## src/rtl/vga_capture_rx.sv

```systemverilog
`timescale 1ns/1ps
// VGA capture receiver: recovers pixel timing from hsync/vsync, captures the
// active area once locked, and reports a per-frame colour checksum.
module vga_capture_rx #(
  parameter int H_ACT        = 640,
  parameter int H_SYNC_START = 656,
  parameter int H_SYNC_W     = 96,
  parameter int H_TOTAL      = 800,
  parameter int V_ACT        = 480,
  parameter int V_SYNC_START = 490,
  parameter int V_TOTAL      = 525
) (
  input  logic        clk50mhz,
  input  logic        reset,
  input  logic        hsync,
  input  logic        vsync,
  input  logic [5:0]  color,
  output logic        pix_valid,
  output logic [9:0]  pix_x,
  output logic [9:0]  pix_y,
  output logic [5:0]  pix_color,
  output logic        frame_done,
  output logic [15:0] frame_sum,
  output logic        locked,
  output logic [7:0]  err_count
);

  localparam logic [1:0] SEARCH = 2'd0;
  localparam logic [1:0] HLOCK  = 2'd1;
  localparam logic [1:0] VWAIT  = 2'd2;
  localparam logic [1:0] LOCKED = 2'd3;

  localparam logic [9:0] HA       = 10'(H_ACT);
  localparam logic [9:0] HS_START = 10'(H_SYNC_START);
  localparam logic [9:0] HS_END   = 10'(H_SYNC_START + H_SYNC_W);
  localparam logic [9:0] HS_W     = 10'(H_SYNC_W);
  localparam logic [9:0] HT       = 10'(H_TOTAL);
  localparam logic [9:0] HT_M1    = 10'(H_TOTAL - 1);
  localparam logic [9:0] VA       = 10'(V_ACT);
  localparam logic [9:0] VS_START = 10'(V_SYNC_START);
  localparam logic [9:0] VT_M1    = 10'(V_TOTAL - 1);

  logic        hs_s1_q, hs_s1_d, hs_q, hs_d, hs_prev_q, hs_prev_d;
  logic        vs_s1_q, vs_s1_d, vs_q, vs_d, vs_prev_q, vs_prev_d;
  logic [5:0]  col_s1_q, col_s1_d, col_q, col_d;
  logic        phase_q, phase_d;
  logic [9:0]  rx_h_q, rx_h_d, rx_v_q, rx_v_d;
  logic [9:0]  per_q, per_d, low_q, low_d, low_w_q, low_w_d;
  logic [1:0]  state_q, state_d;
  logic        frame_ok_q, frame_ok_d;
  logic [15:0] acc_q, acc_d;
  logic        pix_valid_q, pix_valid_d;
  logic [9:0]  pix_x_q, pix_x_d, pix_y_q, pix_y_d;
  logic [5:0]  pix_color_q, pix_color_d;
  logic        frame_done_q, frame_done_d;
  logic [15:0] frame_sum_q, frame_sum_d;
  logic [7:0]  err_q, err_d;

  logic       hfall, hrise, vfall, strobe, in_lock, h_last, h_tol;
  logic       viol, capture, first_px, fd_cond;
  logic [9:0] h_cur, v_cur;

  always_comb begin
    hs_s1_d   = hsync;
    hs_d      = hs_s1_q;
    hs_prev_d = hs_q;
    vs_s1_d   = vsync;
    vs_d      = vs_s1_q;
    vs_prev_d = vs_q;
    col_s1_d  = color;
    col_d     = col_s1_q;
  end

  assign hfall   = ~hs_q & hs_prev_q;
  assign hrise   = hs_q & ~hs_prev_q;
  assign vfall   = ~vs_q & vs_prev_q;
  // hfall re-phases the strobe: it strobes now and every second clk after
  assign strobe  = hfall | phase_q;
  assign in_lock = (state_q == LOCKED);

  // Sync edges define the position of the current pixel rather than the next
  assign h_cur  = hfall ? HS_START : rx_h_q;
  assign v_cur  = vfall ? VS_START : rx_v_q;
  assign h_last = (h_cur == HT_M1);
  assign h_tol  = (rx_h_q == HT_M1) || (rx_h_q == 10'd0) || (rx_h_q == 10'd1);

  always_comb begin
    phase_d = hfall ? 1'b0 : ~phase_q;
    rx_h_d  = rx_h_q;
    rx_v_d  = v_cur;
    if (strobe) begin
      rx_h_d = h_last ? 10'd0 : h_cur + 10'd1;
      if (h_last) rx_v_d = (v_cur == VT_M1) ? 10'd0 : v_cur + 10'd1;
    end
    per_d = per_q;
    if (hfall)                          per_d = 10'd1;
    else if (strobe && per_q != 10'h3ff) per_d = per_q + 10'd1;
    low_d = low_q;
    if (hfall)                                  low_d = 10'd1;
    else if (strobe && !hs_q && low_q != 10'h3ff) low_d = low_q + 10'd1;
    low_w_d = hrise ? low_q : low_w_q;
  end

  always_comb begin
    viol = 1'b0;
    if (in_lock) begin
      if (hfall && rx_h_q != HS_START)                   viol = 1'b1;
      if (hrise && rx_h_q != HS_END)                     viol = 1'b1;
      if (vfall && (rx_v_q != VS_START || !h_tol))       viol = 1'b1;
      if (strobe && !hfall && per_q > HT)                viol = 1'b1;
    end
  end

  assign capture  = in_lock && strobe && (h_cur < HA) && (v_cur < VA);
  assign first_px = (h_cur == 10'd0) && (v_cur == 10'd0);
  assign fd_cond  = in_lock && strobe && (h_cur == 10'd0) && (v_cur == VA) &&
                    frame_ok_q && !viol;

  always_comb begin
    state_d = state_q;
    case (state_q)
      SEARCH: if (hfall && low_w_q == HS_W) state_d = HLOCK;
      HLOCK:  if (hfall) state_d = (per_q == HT && low_w_q == HS_W) ? VWAIT : SEARCH;
      VWAIT: begin
        if (vfall)                    state_d = LOCKED;
        else if (hfall && per_q != HT) state_d = SEARCH;
      end
      LOCKED: if (viol) state_d = SEARCH;
      default: state_d = SEARCH;
    endcase
  end

  // A frame only counts if it stayed locked from pixel (0,0) onwards
  always_comb begin
    frame_ok_d = frame_ok_q;
    acc_d      = acc_q;
    if (!in_lock || viol) begin
      frame_ok_d = 1'b0;
      acc_d      = 16'd0;
    end else if (capture) begin
      if (first_px) begin
        frame_ok_d = 1'b1;
        acc_d      = {10'd0, col_q};
      end else begin
        acc_d      = acc_q + {10'd0, col_q};
      end
    end
  end

  always_comb begin
    pix_valid_d  = capture;
    pix_x_d      = capture ? h_cur : pix_x_q;
    pix_y_d      = capture ? v_cur : pix_y_q;
    pix_color_d  = capture ? col_q : pix_color_q;
    frame_done_d = fd_cond;
    frame_sum_d  = fd_cond ? acc_q : frame_sum_q;
    err_d        = (viol && err_q != 8'hff) ? err_q + 8'd1 : err_q;
  end

  always_ff @(posedge clk50mhz) begin
    if (reset) begin
      hs_s1_q      <= 1'b1;
      hs_q         <= 1'b1;
      hs_prev_q    <= 1'b1;
      vs_s1_q      <= 1'b1;
      vs_q         <= 1'b1;
      vs_prev_q    <= 1'b1;
      col_s1_q     <= 6'd0;
      col_q        <= 6'd0;
      phase_q      <= 1'b0;
      rx_h_q       <= 10'd0;
      rx_v_q       <= 10'd0;
      per_q        <= 10'd0;
      low_q        <= 10'd0;
      low_w_q      <= 10'd0;
      state_q      <= SEARCH;
      frame_ok_q   <= 1'b0;
      acc_q        <= 16'd0;
      pix_valid_q  <= 1'b0;
      pix_x_q      <= 10'd0;
      pix_y_q      <= 10'd0;
      pix_color_q  <= 6'd0;
      frame_done_q <= 1'b0;
      frame_sum_q  <= 16'd0;
      err_q        <= 8'd0;
    end else begin
      hs_s1_q      <= hs_s1_d;
      hs_q         <= hs_d;
      hs_prev_q    <= hs_prev_d;
      vs_s1_q      <= vs_s1_d;
      vs_q         <= vs_d;
      vs_prev_q    <= vs_prev_d;
      col_s1_q     <= col_s1_d;
      col_q        <= col_d;
      phase_q      <= phase_d;
      rx_h_q       <= rx_h_d;
      rx_v_q       <= rx_v_d;
      per_q        <= per_d;
      low_q        <= low_d;
      low_w_q      <= low_w_d;
      state_q      <= state_d;
      frame_ok_q   <= frame_ok_d;
      acc_q        <= acc_d;
      pix_valid_q  <= pix_valid_d;
      pix_x_q      <= pix_x_d;
      pix_y_q      <= pix_y_d;
      pix_color_q  <= pix_color_d;
      frame_done_q <= frame_done_d;
      frame_sum_q  <= frame_sum_d;
      err_q        <= err_d;
    end
  end

  assign pix_valid  = pix_valid_q;
  assign pix_x      = pix_x_q;
  assign pix_y      = pix_y_q;
  assign pix_color  = pix_color_q;
  assign frame_done = frame_done_q;
  assign frame_sum  = frame_sum_q;
  assign locked     = in_lock;
  assign err_count  = err_q;

endmodule

```

## config.mk

```make
export PLATFORM = sky130hd
export DESIGN_NAME = vga_capture_rx
export DESIGN_NICKNAME = d
export VERILOG_FILES = /design/src/rtl/vga_capture_rx.sv
export SDC_FILE = /design/constraint.sdc
export NUM_CORES = 1
export LEC_CHECK = 0
export CORE_AREA = 4 4 123 125
export CTS_BUF_LIST = sky130_fd_sc_hd__clkbuf_8
export DETAILED_ROUTE_END_ITERATION = 8
export DIE_AREA = 0 0 127 129
export SLEW_MARGIN = 20
export SYNTH_ARGS = -nofsm -noshare
export SYNTH_HDL_FRONTEND = slang
export SYNTH_SLANG_ARGS = --single-unit
```

## constraint.sdc

```tcl
create_clock -name clk50mhz -period 6.9 [get_ports clk50mhz]
set_clock_uncertainty 0.05 [all_clocks]
set_input_delay 2.07 -clock clk50mhz [delete_from_list [all_inputs] [get_ports clk50mhz]]
set_output_delay 2.07 -clock clk50mhz [all_outputs]
set_load 0.01 [all_outputs]
```

## Word-level counts from Yosys, hierarchy flattened

Index checks and enable logic that the tools add are counted.

| cells by class | value |
|---|---|
| $add $sub $neg | 6 |
| $mul | 0 |
| divide/modulo/power cells | 0 |
| order comparisons | 3 |
| equal/unequal tests | 21 |
| shifts and indexed selects | 0 |
| muxes and demuxes | 23 |
| bitwise gates (word level) | 8 |
| reduce and logical (&&, ||, !) cells | 39 |

Operator list:

| cell | count |
|---|---|
| $mux W10 | 6 |
| $ne A10 B10 Y1 const B | 5 |
| $add A10 B1 Y10 const B | 4 |
| $eq A10 B10 Y1 const B | 4 |
| $logic_not A10 Y1 | 3 |
| $logic_and A1 B1 Y1 | 20 |
| $add A16 B6 Y16 | 1 |
| $mux W16 | 1 |
| $mux W2 | 6 |
| $eq A10 B1 Y1 const B | 1 |
| $eq A10 B7 Y1 const B | 1 |
| $eq A10 B9 Y1 const B | 1 |
| $gt A10 B10 Y1 const B | 1 |
| $lt A10 B10 Y1 const B | 1 |
| $lt A10 B9 Y1 const B | 1 |
| $ne A10 B9 Y1 const B | 1 |
| $mux W1 | 9 |
| $add A8 B1 Y8 const B | 1 |
| $ne A8 B8 Y1 const B | 1 |
| $pmux W2 S4 | 1 |
| $logic_not A1 Y1 | 5 |
| $eq A2 B2 Y1 const B | 2 |
| $logic_or A1 B1 Y1 | 4 |
| $ne A2 B2 Y1 const B | 2 |
| other kinds (11) | 18 |

| storage, ports and cells | value |
|---|---|
| flip-flop bits (word level) | 140 |
| latch bits | 0 |
| RAM bits | 0 |
| ROM bits | 0 |
| input bits | 10 |
| output and inout bits | 53 |
| word-level logic and storage cells | 126 |
| memories | 0 |

## Logic depth before layout (Yosys ltp)

Gate-level depths: netlist of the first run.

| logic depth | value |
|---|---|
| word-level depth | 11 |
| mapped depth | 12 |
| gate-level depth less buffers | 10 |

## Worst setup path before layout of the first run

Ideal clock, no wire load.

| timing | value |
|---|---|
| path type | input to register |
| from | input reset |
| to | register acc_q[10] |
| setup time | 0.062 ns |
| data arrival time | 3.332 ns |
| data required time | 6.788 ns |
| slack | 3.456 ns |
| stages | 6 |
| path buffers | 3 |
| path through | buf_2 or4_4 buf_6 or2_1 buf_6 nor2_2 |

| on the way | value |
|---|---|
| longest elaborated chain between the ends | 1 |

Ends and longest elaborated chain:

| what | RTL line | RTL |
|---|---|---|
| start: declaration | 14 | `input logic reset,` |
| $reduce_or A2 Y1 (no source line) | - |  |
| end signal: assignment | 178 | `acc_q <= 16'd0;` |
| end signal: assignment | 203 | `acc_q <= acc_d;` |
| end: declaration | 51 | `logic [15:0] acc_q, acc_d;` |

Every way passes these cells.
A chain may end at the register's enable or synchronous reset.

## Worst setup path in the final report of the first run

| timing | value |
|---|---|
| from | register state_q[1] |
| to | output locked |

| on the way | value |
|---|---|
| longest elaborated chain between the ends | 1 |

Ends and longest elaborated chain:

| what | RTL line | RTL |
|---|---|---|
| start: declaration | 49 | `logic [1:0] state_q, state_d;` |
| start signal: assignment | 201 | `state_q <= state_d;` |
| $eq A2 B2 Y1 | 79 | `assign in_lock = (state_q == LOCKED);` |
| end: declaration | 24 | `output logic locked,` |

Every way passes these cells.

==> results of run 1 <==
[registers in the layout, indices dropped and copies added (netlist names), 2 cells and up]
name	cells
err_count	8
col_q	6
state_q	2
rx_v_q	10
pix_y	10
rx_h_q	10
acc_q	16
per_q	10
pix_x	10
low_q	10
low_w_q	10
col_d	6
pix_color	6
frame_sum	16
[synthesized netlist by cell type (all sizes together) (14+ instances only)]
cell type  instances
dfxtp            140
nand2            104
a21oi             74
nor2              66
o21ai             45
clkbuf            35
nand3             31
xnor2             23
inv               16
nor2b             15
ha                14
nand4             14
[worst reg2reg max path: stages, from the launching register on]
cell     delay (ns)
dfxtp_1        0.31
nor2b_1        0.12
buf_4          0.18
nor2_1         0.21
ha_1           0.24
and2_1         0.16
and3b_1        0.21
or4b_1         0.77
nor4_4         0.77
nand2_1        0.13
a21oi_1        0.16
[layer usage]
metal / part of all wire, % / vias up / wire [microns] / GRT usage, %
met5: 0 / - / 0 / 0
met4: 0.96 / 0 / 144 / 5.49
met3: 3.3 / 10 / 493 / 4.03
met2: 46 / 88 / 6890 / 29.4
met1: 50 / 2564 / 7410 / 25.9
li1: - / 2695 / - / -
[power by group through the flow]
stage,clock [W],combinational (W),sequential [W]
finish,0.000755,0.0000770,0.000832
global route,0.000805,0.0000860,0.000834
CTS,0.000771,0.0000774,0.000832
detailed placement,0,0.0000768,0.000851
global placement,0,0.0000756,0.000851
floorplan,0,0.0000594,0.000844
[worst paths after layout]
kind | slack, ns | depth (start not counted) | endpoint
hold / removal | 0.37 | 1 | vs_prev_d$_SDFF_PP1_
hold reg to reg | 0.37 | 1 | vs_prev_d$_SDFF_PP1_
setup reg to reg | 3.52 | 10 | frame_sum[8]$_SDFFE_PP0P_
setup / recovery | 3.03 | 3 | locked
[cell type report]
| class | count | area, sq um |
|---|---|---|
| inverter | 16 | 60.1 |
| clock buffer | 19 | 262 |
| sequential | 140 | 2800 |
| timing repair buffer | 69 | 668 |
| clock inverter | 12 | 195 |
| multi-input combinational | 541 | 3190 |
| fill | 1289 | 6470 |
| tap | 180 | 225 |
[cells by family after synthesis]
family          after synthesis  share of synthesized area [%]
fa+ha+maj                    15                           3.12
flops                       140                           44.8
mux                           7                           1.12
xor+xnor                     34                           4.76
compound gates              166                           15.7
buf+inv                      60                           4.22
simple gates                319                           26.3
[stage by stage]
stage	worst slack, ns	cells	hold WS (ns)
finish	3.03	977	0.368
global route	2.90	977	0.373
floorplan	3.46	741	0.339
global placement	3.11	946	0.351
CTS	3.01	977	0.370
detailed placement	2.99	946	0.349
==> results_dict.tcl, run 1 <==
set metrics [dict create \
    worst_pin_slew_ns 0.959 \
    path_clk_slew_ns 0.07 \
    die_h_microns 129 \
    p_switching_w 0.000369 \
    start_util_pct 45.1 \
    finalSetupViolCount 0 \
    die_area_sq_um 16400 \
    mostFrequentLayoutCells "140 x dfxtp_1, 104 x nand2_1, 74 x a21oi_1" \
    synth_cells 741 \
    grt_max_degree 88 \
    critPathTopFamily "buffers and inverters" \
    route.vias.total 5357 \
    root_buffer "clkbuf_8" \
    power_frac_comb_pct 4.6 \
    synth_area_leader_cell "dfxtp_1" \
    drt_iter0_drc 336 \
    synth_top_area_share_pct 44.8 \
    required_ns 4.78 \
    p_clk_share_pct 45.4 \
    post_cts_buffers 0 \
    synth_ff_type "dfxtp_1" \
    postLayoutCoreUtil_pct 53.4 \
    hold_path_class "flop to flop" \
    cp_slowest_stage_delay_ns 0.58 \
    hold_path_startpoint "vs_d$_SDFF_PP1_" \
    p_int_w 0.00129 \
    cp-start-kind "flop" \
    cap_violations 0 \
    synth_fp_nets 766 \
    clock_path_buffers 2 \
    fmax_mhz 259 \
    cts_sinks 140 \
    postPlaceCellArea_sq_um 6950 \
    crit_fanout 7 \
    gp_congestion 0.855 \
    swShare_pct 22.2 \
    mostFrequentLayoutCell "dfxtp_1" \
    async_flop_share_pct 0 \
    synth_cell_types 65 \
    cts-htree-levels 4 \
    core_area_sq_um 13900 \
    ant_nets 0 \
    outcome "completed" \
    row_count 43 \
    setup_tns_ns 0 \
    cts_resized 0 \
    startpoint "state_q[1]$_SDFFE_PP0P_" \
    seqPwrFrac_pct 50.0 \
    grt_usage_pct 18.7 \
    grt_pass1_wl_microns 25200 \
    slowest_stage "clkdlybuf4s50_1" \
    diodes 0 \
    place_hpwl_microns 10300 \
    min_period_ns 3.87 \
    drive_gt1_share_pct 8.28 \
    ir_drop_uv 116 \
    die_w_microns 127 \
    relSlewSlack_pct 35.5 \
    critPathArrivalTime_ns 1.75 \
    synth_enable_flop_cells 0 \
    ys_seq_area_share_pct 44.8 \
    endpoint_kind "output port" \
    final_area_sq_um 7410 \
    yosys_warnings 0 \
    fin_nets 810 \
    first_pass_iters 4 \
    r2r_start "vs_prev_q$_SDFF_PP1_" \
    cts_tree "yes" \
    p_leak_nw 2.56 \
    ys_top_cells_by_area "dfxtp_1 45%, nand2_1 6.2%, a21oi_1 5.9%, o21ai_0 3.5%, nor2_1 3.4%" \
    postCtsHoldBufs 0 \
    antenna_found_initial 0 \
    maxSlewViolCount 0 \
    vias_per_cell 5.48 \
    route.final.wire_length_microns 14900 \
    finalPower_w 0.00166 \
    grt-ovfl-total 0 \
    path_cells "nand2_1, inv_1, clkdlybuf4s50_1" \
    cts_buffers 17 \
    clock_latency_ns 0.44 \
    syn-mean-instance-area_sq_um 8.44 \
    pwr_density_cell_nw_per_um2 225 \
    wl_per_cell_microns 15.3 \
    hold_violations 0 \
    area_delta_synth_final_pct 18.4 \
    drc 0 \
    grt_pass1_vias 5051 \
    synth_area_sq_um 6260 \
    path_class "flop to output port" \
    boundaryPins 63 \
    ys_seq_elements 140 \
    cp_num_buf_inv 2 \
    rsz0062_at_grt "no" \
    io_buffer_count 62 \
    fin_crit_sh_pct 56.0 \
]
(Power assumes the default switching activity.)
==> run 2: changes to the inputs <==
Settings changed: PLACE_DENSITY from default to 0.67.
Clock period 6.9 ns to 3.22 ns, I/O delays scaled along.
==> run 2 against run 1 <==
  * Register-to-register slack got worse by 3.2 ns
  * Critical endpoint is now acc_q[14]$_SDFFE_PP0P_
  * Routed wire length increased by 0.39%
  * Clock-buffer cell count increased by 1
  * Largest power group unchanged
  * Highest routed layer unchanged
==> results_dict.tcl, run 2 (same netlist as run 1, synthesis figures left out) <==
set metrics [dict create \
    outcome "completed" \
    p_int_w 0.00244 \
    cts_tree "yes" \
    grt_usage_pct 19.0 \
    maxSlewViolCount 0 \
    fin_nets 822 \
    antenna_found_initial 0 \
    p_leak_nw 2.58 \
    cts_resized 0 \
    fmax_mhz 344 \
    ant_nets 0 \
    postPlaceCellArea_sq_um 7030 \
    drive_gt1_share_pct 9.88 \
    grt-ovfl-total 0 \
    post_cts_buffers 0 \
    clock_latency_ns 0.45 \
    power_frac_comb_pct 5.4 \
    place_ws_ns 0.271 \
    hold_path_class "flop to flop" \
    p_switching_w 0.000852 \
    p_clk_share_pct 40.5 \
    mostFrequentLayoutCell "dfxtp_1" \
    first_pass_iters 5 \
    mostFrequentLayoutCells "140 x dfxtp_1, 104 x nand2_1, 74 x a21oi_1" \
    gp_congestion 0.874 \
    rsz0062_at_grt "no" \
    drc 0 \
    start_util_pct 45.1 \
    grt_pass1_wl_microns 25500 \
    place_hpwl_microns 10700 \
    path_class "flop to flop" \
    required_ns 3.56 \
    finalPower_w 0.00329 \
    postCtsHoldBufs 0 \
    io_buffer_count 62 \
    relSlewSlack_pct 51.3 \
    area_delta_synth_final_pct 18.8 \
    seqPwrFrac_pct 54.1 \
    die_h_microns 129 \
    wl_per_cell_microns 15.1 \
    hold_violations 0 \
    grt_pass1_vias 5255 \
    route.final.wire_length_microns 15000 \
    path_clk_slew_ns 0.08 \
    boundaryPins 63 \
    endpoint_kind "flop" \
    cts_buffers 17 \
    cts_sinks 140 \
    fin_crit_sh_pct 90.2 \
    setup_tns_ns 0 \
    vias_per_cell 5.51 \
    root_buffer "clkbuf_8" \
    min_period_ns 2.91 \
    setup_ws_ns 0.314 \
    finalSetupViolCount 0 \
    critPathArrivalTime_ns 3.24 \
    worst_pin_slew_ns 0.725 \
    drt_iter0_drc 438 \
    cts-htree-levels 4 \
    diodes 0 \
    cap_violations 0 \
    postLayoutCoreUtil_pct 53.5 \
    final_area_sq_um 7430 \
    clock_path_buffers 2 \
    row_count 43 \
    pwr_density_cell_nw_per_um2 442 \
    core_area_sq_um 13900 \
    route.vias.total 5456 \
    crit_fanout 11 \
    die_area_sq_um 16400 \
    ir_drop_uv 212 \
    die_w_microns 127 \
    swShare_pct 25.9 \
    cp-start-kind "flop" \
    grt_max_degree 60 \
]
==> run 2: cell types whose count changed in the layout (fill, tap and decap cells not counted) <==
cell / previous run / this run
clkbuf_8: 19 / 20
inv_1: 17 / 16
bufinv_16: 5 / 0
clkinv_2: 2 / 0
clkinv_4: 1 / 6
inv_6: 0 / 4
buf_12: 0 / 1
buf_4: 7 / 18
clkinvlp_4: 3 / 2
==> run 2: layout make-up <==
| class | instances | area [sq um] |
|---|---|---|
| Fill cell | 1266 | 6450 |
| Multi-Input combinational cell | 541 | 3190 |
| Sequential cell | 140 | 2800 |
| Timing Repair Buffer | 81 | 771 |
| Clock buffer | 20 | 275 |
| Tap cell | 180 | 225 |
| Clock inverter | 12 | 103 |
| Inverter | 16 | 60.1 |
==> run 2: worst paths after layout <==
kind	slack [ns]	cells after the start	endpoint	start
worst max register to register	0.31	6	acc_q[14]$_SDFFE_PP0P_	rx_h_q[8]$_SDFFE_PP0N_
worst min register to register	0.38	1	vs_prev_d$_SDFF_PP1_	vs_d$_SDFF_PP1_
worst max-delay path	0.31	6	acc_q[14]$_SDFFE_PP0P_	rx_h_q[8]$_SDFFE_PP0N_
worst min-delay path	0.38	1	vs_prev_d$_SDFF_PP1_	vs_d$_SDFF_PP1_
==> run 2: metrics by stage <==
step / hold slack (ns) / std cells
3_5_place_dp: 0.370 / 957
4_1_cts: 0.387 / 989
2_1_floorplan: 0.339 / 741
6_report: 0.385 / 990
5_1_grt: 0.398 / 990
3_3_place_gp: 0.365 / 957
==> run 2: critical path: stages (launching register included) <==
cell and delay (ns):
dfxtp_1 0.43, or4_4 0.60, o22ai_1 0.22, a41oi_2 0.26
or4_4 0.69, or2_1 0.44, nor2_2 0.16
==> run 2: routing by layer <==
metal  GRT usage, %  vias up  wire length (microns)
met5              0        -                      0
met2           30.2      133                   6930
met4           7.95        0                    337
li1               -     2717                      -
met1           25.0     2579                   7100
met3           4.15       27                    617
==> run 2: power groups by stage <==
stage / clock network (W) / logic, W / registers [W]
after floorplan: 0 / 0.000127 / 0.00181
after global placement: 0 / 0.000173 / 0.00182
after detailed placement: 0 / 0.000177 / 0.00182
after CTS: 0.00136 / 0.000178 / 0.00178
after global routing: 0.00144 / 0.000198 / 0.00178
final: 0.00133 / 0.000178 / 0.00178
==> run 3: changes to the inputs <==
Settings changed: GPL_ROUTABILITY_DRIVEN from default to 0, HOLD_SLACK_MARGIN from default to 0.02.
==> run 3 against run 2 <==
  * Power grew 7.0%
  * Non-clock buffer count is 2 lower
  * Sequential share of layout area shrank 0.23 points
  * Routed wire length is 1.0% higher
  * Sequential cell count stayed put
  * Via count up 1.7%
  * Final cell count is 0.40% lower
  * Global-route usage rose by 0.11 points
  * Register-to-register slack better by 0.04 ns
  * Clock power rose by 17%
  * Sequential power hardly changed
==> results_dict.tcl, run 3 (same netlist as run 1, synthesis figures left out) <==
set metrics [dict create \
    outcome "completed" \
    hold_path_startpoint "vs_d$_SDFF_PP1_" \
    grt_pass1_wl_microns 25400 \
    fin_cells 986 \
    grt-ovfl-total 0 \
    area_delta_synth_final_pct 19.5 \
    ant_nets 0 \
    min_delay_worst_endpoint "vs_prev_d$_SDFF_PP1_" \
    min_period_ns 2.87 \
    cts-htree-levels 4 \
    clock_latency_ns 0.46 \
    required_ns 3.48 \
    drive_gt1_share_pct 9.43 \
    worst_pin_slew_ns 0.673 \
    place_ws_ns 0.419 \
    slowest_stage "nor4_1" \
    cap_violations 0 \
    maxSlewViolCount 0 \
    p_leak_nw 2.60 \
    start_util_pct 45.1 \
    rsz0062_at_grt "no" \
    hold_path_class "flop to flop" \
    post_cts_buffers 0 \
    mostFrequentLayoutCell "dfxtp_1" \
    die_h_microns 129 \
    finalSetupViolCount 0 \
    critPathArrivalTime_ns 3.13 \
    path_class "flop to flop" \
    critPathTopFamily "simple AND/OR/NAND/NOR gates" \
    fill_cells 1299 \
    r2r_slack_ns 0.35 \
    pwr_density_cell_nw_per_um2 471 \
    mostFrequentLayoutCells "140 x dfxtp_1, 104 x nand2_1, 74 x a21oi_1" \
    first_pass_iters 5 \
    crit_fanout 9 \
    fmax_mhz 348 \
    grt_usage_pct 19.1 \
    core_area_sq_um 13900 \
    root_buffer "clkbuf_8" \
    place_hpwl_microns 10700 \
    r2r-end "rx_v_q[7]$_SDFF_PP0_" \
    setup_ws_ns 0.350 \
    die_w_microns 127 \
    endpoint_kind "flop" \
    cts_tree "yes" \
    drc 0 \
    clock_path_buffers 2 \
    grt_pass1_vias 5405 \
    cts_resized 0 \
    cp-start-kind "flop" \
    io_buffer_count 62 \
    postPlaceCellArea_sq_um 7040 \
    postCtsHoldBufs 0 \
    path_cells "nand2b_1, nand2_1, inv_1, ha_1, and3_1, nand4_1, nor4_1, nand3_1, xor2_1, a21oi_1" \
    fin_nets 820 \
    cp_slowest_stage_delay_ns 0.62 \
    relSlewSlack_pct 55.0 \
    die_area_sq_um 16400 \
    hold_violations 0 \
    row_count 43 \
    boundaryPins 63 \
    route.vias.total 5550 \
    cts_sinks 140 \
    hold_depth 1 \
    r2r_start "hs_prev_d$_SDFF_PP1_" \
    final_area_sq_um 7480 \
    r2r_cells 10 \
    grt_max_degree 60 \
    drt_iter0_drc 403 \
    cts_buffers 17 \
    wl_per_cell_microns 15.4 \
    cp_num_buf_inv 1 \
    vias_per_cell 5.63 \
    postLayoutCoreUtil_pct 53.9 \
    diodes 0 \
    ir_drop_uv 216 \
    place_inst 956 \
    antenna_found_initial 0 \
    setup_tns_ns 0 \
    route.final.wire_length_microns 15100 \
    fin_crit_sh_pct 89.1 \
    path_clk_slew_ns 0.07 \
]
-- run 3: cell count changes in the layout (fill, tap and decap cells not counted) --
cell	delta
bufinv_16	+4
clkinv_4	-4
inv_6	-3
buf_4	-2
clkinv_2	+2
clkinvlp_4	-1
-- run 3: stage by stage --
step,hold WS (ns),power (W)
2_1_floorplan,0.339,0.00194
3_3_place_gp,0.345,0.00199
3_5_place_dp,0.348,0.00199
4_1_cts,0.367,0.00355
5_1_grt,0.377,0.00365
6_report,0.368,0.00352
-- run 3: how the worst max path moves through the flow --
stage	depth (start not counted)	from	to	slack (ns)
after floorplan	12	hs_prev_d$_SDFF_PP1_	rx_v_q[8]$_SDFF_PP0_	0.62
after global placement	6	rx_h_q[8]$_SDFFE_PP0N_	acc_q[14]$_SDFFE_PP0P_	0.51
after detailed placement	6	rx_h_q[8]$_SDFFE_PP0N_	acc_q[10]$_SDFFE_PP0P_	0.42
after CTS	10	hs_prev_d$_SDFF_PP1_	rx_v_q[7]$_SDFF_PP0_	0.40
after global routing	10	hs_prev_d$_SDFF_PP1_	rx_v_q[7]$_SDFF_PP0_	0.11
final	10	hs_prev_d$_SDFF_PP1_	rx_v_q[7]$_SDFF_PP0_	0.35
-- run 3: routing by layer --
layer | global-route usage [%] | share of wire [%] | wire length (microns) | vias to the layer above
met5 | 0 | 0 | 0 | -
met4 | 8.39 | 2.1 | 325 | 0
met3 | 4.23 | 4.8 | 733 | 25
met2 | 31.1 | 47 | 7180 | 157
met1 | 24.4 | 46 | 6910 | 2653
li1 | - | - | - | 2715
-- run 3: cell type report --
class	count	area, sq um	area share (%)
clock buffers	20	275	3.68
clock inverters	10	164	2.19
inverters	16	60.1	0.803
multi-input cells	541	3190	42.7
flip-flops and latches	140	2800	37.5
well taps	180	225	3.01
repair buffers	79	756	10.1
-- run 3: worst reg2reg max path, delay by kind of cell, from the launching register on --
kind,cells,cell delay [ns]
xor gates and xnor gates,1,0.20
and+or+nand+nor,6,1.71
buffers and inverters,1,0.10
adders and majority gates,1,0.19
DFF,1,0.39
AOI/OAI and AO/OA,1,0.09
-- run 3: where the power goes --
group	switching, W	internal [W]
sequential	0.0000256	0.00175
clock	0.000663	0.000899
combinational	0.000105	0.0000715
==> edit (flow settings as in run 2) <==
Make the reset (`reset`) asynchronous in one clocked block.
--- a/src/rtl/vga_capture_rx.sv
+++ b/src/rtl/vga_capture_rx.sv
@@ -157,7 +157,7 @@
     err_d        = (viol && err_q != 8'hff) ? err_q + 8'd1 : err_q;
   end
 
-  always_ff @(posedge clk50mhz) begin
+  always_ff @(posedge clk50mhz or posedge reset) begin
     if (reset) begin
       hs_s1_q      <= 1'b1;
       hs_q         <= 1'b1;
Formal check against the unedited RTL: no difference found for any inputs over 10 cycles, from zero or initial values and one cycle with reset high; that may be too few to reach the edited logic, so the function may still have changed.
==> edit against run 2 <==
  * Sequential share of layout area up 6.3 points
  * Via count down 4.8%
  * Cell area increased by 7.3%
  * Hold slack worse by 86 ps
  * Critical path type is now flop to output port
  * Worst setup slack better by 60 ps
  * Power is 16% higher
  * Routed wire length rose by 0.16%
  * Area after synthesis up 7.1%
  * Critical path depth decreased by 3
  * Sequential cell count stayed put
==> edit: results (changes against run 2) <==
[outcome]
status=finished clean

[synthesis]
synth_nets=678  ; -11%
ys_top_cells_by_count=dfrtp_1 (134), nand2_1 (95), nor2_1 (46)
synth_area_leaders=dfrtp_1 (50%), nand2_1 (5.3%), mux2_2 (3.0%), o21ai_0 (2.9%), ha_1 (2.6%)
ys.flop_type=dfrtp_1
seq_area_frac_synth_pct=52.4  ; +7.6 points
synth_warnings=0  ; unchanged
ys_types=65  ; unchanged
synth_async_sr_flop_share_pct=100  ; +100 points

[place]
pre_cts_ws_ps=503  ; +232 ps
io_buffers=62  ; unchanged
dp.final_hpwl_um=10600  ; -1.1%
routabilityCongestion=0.931  ; +6.5%

[global_route]
grt_pass1_vias=4961  ; -5.6%
grt_max_degree=77  ; +28%
antenna_found_initial=0  ; unchanged
grt_first_pass_wirelength_um=24800  ; -2.9%
gr-usage-all-layers_pct=19.0  ; about the same

[cts]
htreeDepth=4  ; unchanged
cts_inserted_buffers=17  ; unchanged
postCtsSetupRepairBufs=0  ; unchanged
ctsResizeCount=0  ; unchanged
clk_pin_slew_worst_paths_ps=80  ; about the same
root_buffer=clkbuf_8
clockBufferDepth=2  ; unchanged
clock_latency_ps=450  ; about the same

[routing]
drtIter0Drc=468  ; +6.8%
viasPerCell=5.69  ; +3.2%
firstDrtPassIters=5  ; unchanged
detail_route.wl_per_cell_um=16.4  ; +8.6%
final_antenna_net_count=0  ; unchanged

[pwr]
p_leak_nw=3.44  ; +33%
peakVddDrop_mv=0.283  ; +33%

[worst_setup_path]
r2r_start=hs_prev_d
crit_path_max_fanout=8  ; -3
r2r_end=rx_v_q[9]
crit_arrival_ps=1830  ; -1410 ps
reg2reg_slack_ps=480  ; +170 ps
ff2ff_path_depth=10  ; +4

[worst_hold_path]
hold_path_depth=0  ; -1
hold_class=flop to flop
holdCritStartpoint=col_d[2]
hold_end=col_q[2]

[final_layout]
n_antenna_cell=0  ; unchanged
drive_above_1_share_pct=12.6  ; +2.7 points
layout.nets=745  ; -9.4%

[timing]
max_slew.worst_pin.slew_ps=631  ; -93.8 ps
holdWs_ps=298  ; -86.4 ps

## edit: cell count changes after synthesis, moves of 10 or more
| cell | delta |
|---|---|
| mux2_2 | +18 |
| nor2b_1 | -11 |
| a21oi_1 | -43 |
| dfxtp_1 | -140 |
| dfrtp_1 | +134 |
| clkbuf_1 | -19 |
| mux2_4 | +10 |
| nor2_1 | -11 |
## edit: cell type report
type | count | area (sq um)
Inverter | 17 | 67.6
Clock inverter | 14 | 180
Clock buffer | 18 | 248
Tap cell | 180 | 225
Timing Repair Buffer | 77 | 758
Sequential cell | 140 | 3510
Multi-Input combinational cell | 467 | 2980
Fill cell | 1190 | 5910
## edit: cells by family (layout without fill, tap and decap cells)
family | after synthesis | count (layout) | synth area share, %
simple gates | 271 | 271 | 20.4
flops | 140 | 140 | 52.4
mux | 30 | 30 | 5.57
compound gates | 126 | 126 | 12.3
fa+ha+maj | 15 | 15 | 2.91
buf+inv | 46 | 126 | 3.06
xor+xnor | 25 | 25 | 3.27
## edit: worst max-delay path, stage by stage, from the launching register on
cell	delay [ps]
dfrtp_1	460
nand2_1	210
inv_1	160
clkdlybuf4s50_1	550
## edit: how the worst max path moves through the flow
stage / from / cells after the start / slack [ps] / to
final: state_q[0] / 3 / 370 / locked
after detailed placement: hs_prev_d / 10 / 500 / rx_v_q[9]
after CTS: state_q[0] / 3 / 350 / locked
after floorplan: hs_prev_d / 12 / 380 / rx_v_q[7]
after global placement: hs_prev_d / 10 / 590 / rx_v_q[7]
after global routing: hs_prev_d / 10 / 200 / rx_v_q[7]
## edit: through the flow
step,area [sq um],std cells
after floorplan,6700,653
after global placement,7540,881
after detailed placement,7540,881
after CTS,7970,913
after global routing,7970,913
final,7970,913
## edit: report_power, final
group / internal [mW] / switching, mW
sequential: 1.85 / 0.115
clock: 0.856 / 0.668
combinational: 0.133 / 0.185
total: 2.84 / 0.969
## edit: per-layer routing
metal / vias up / wire, um / GRT usage (%)
met5: - / 0 / 0
met4: 0 / 365 / 8.96
met3: 30 / 712 / 3.74
met2: 150 / 7150 / 30.0
met1: 2532 / 6780 / 25.3
li1: 2483 / - / -
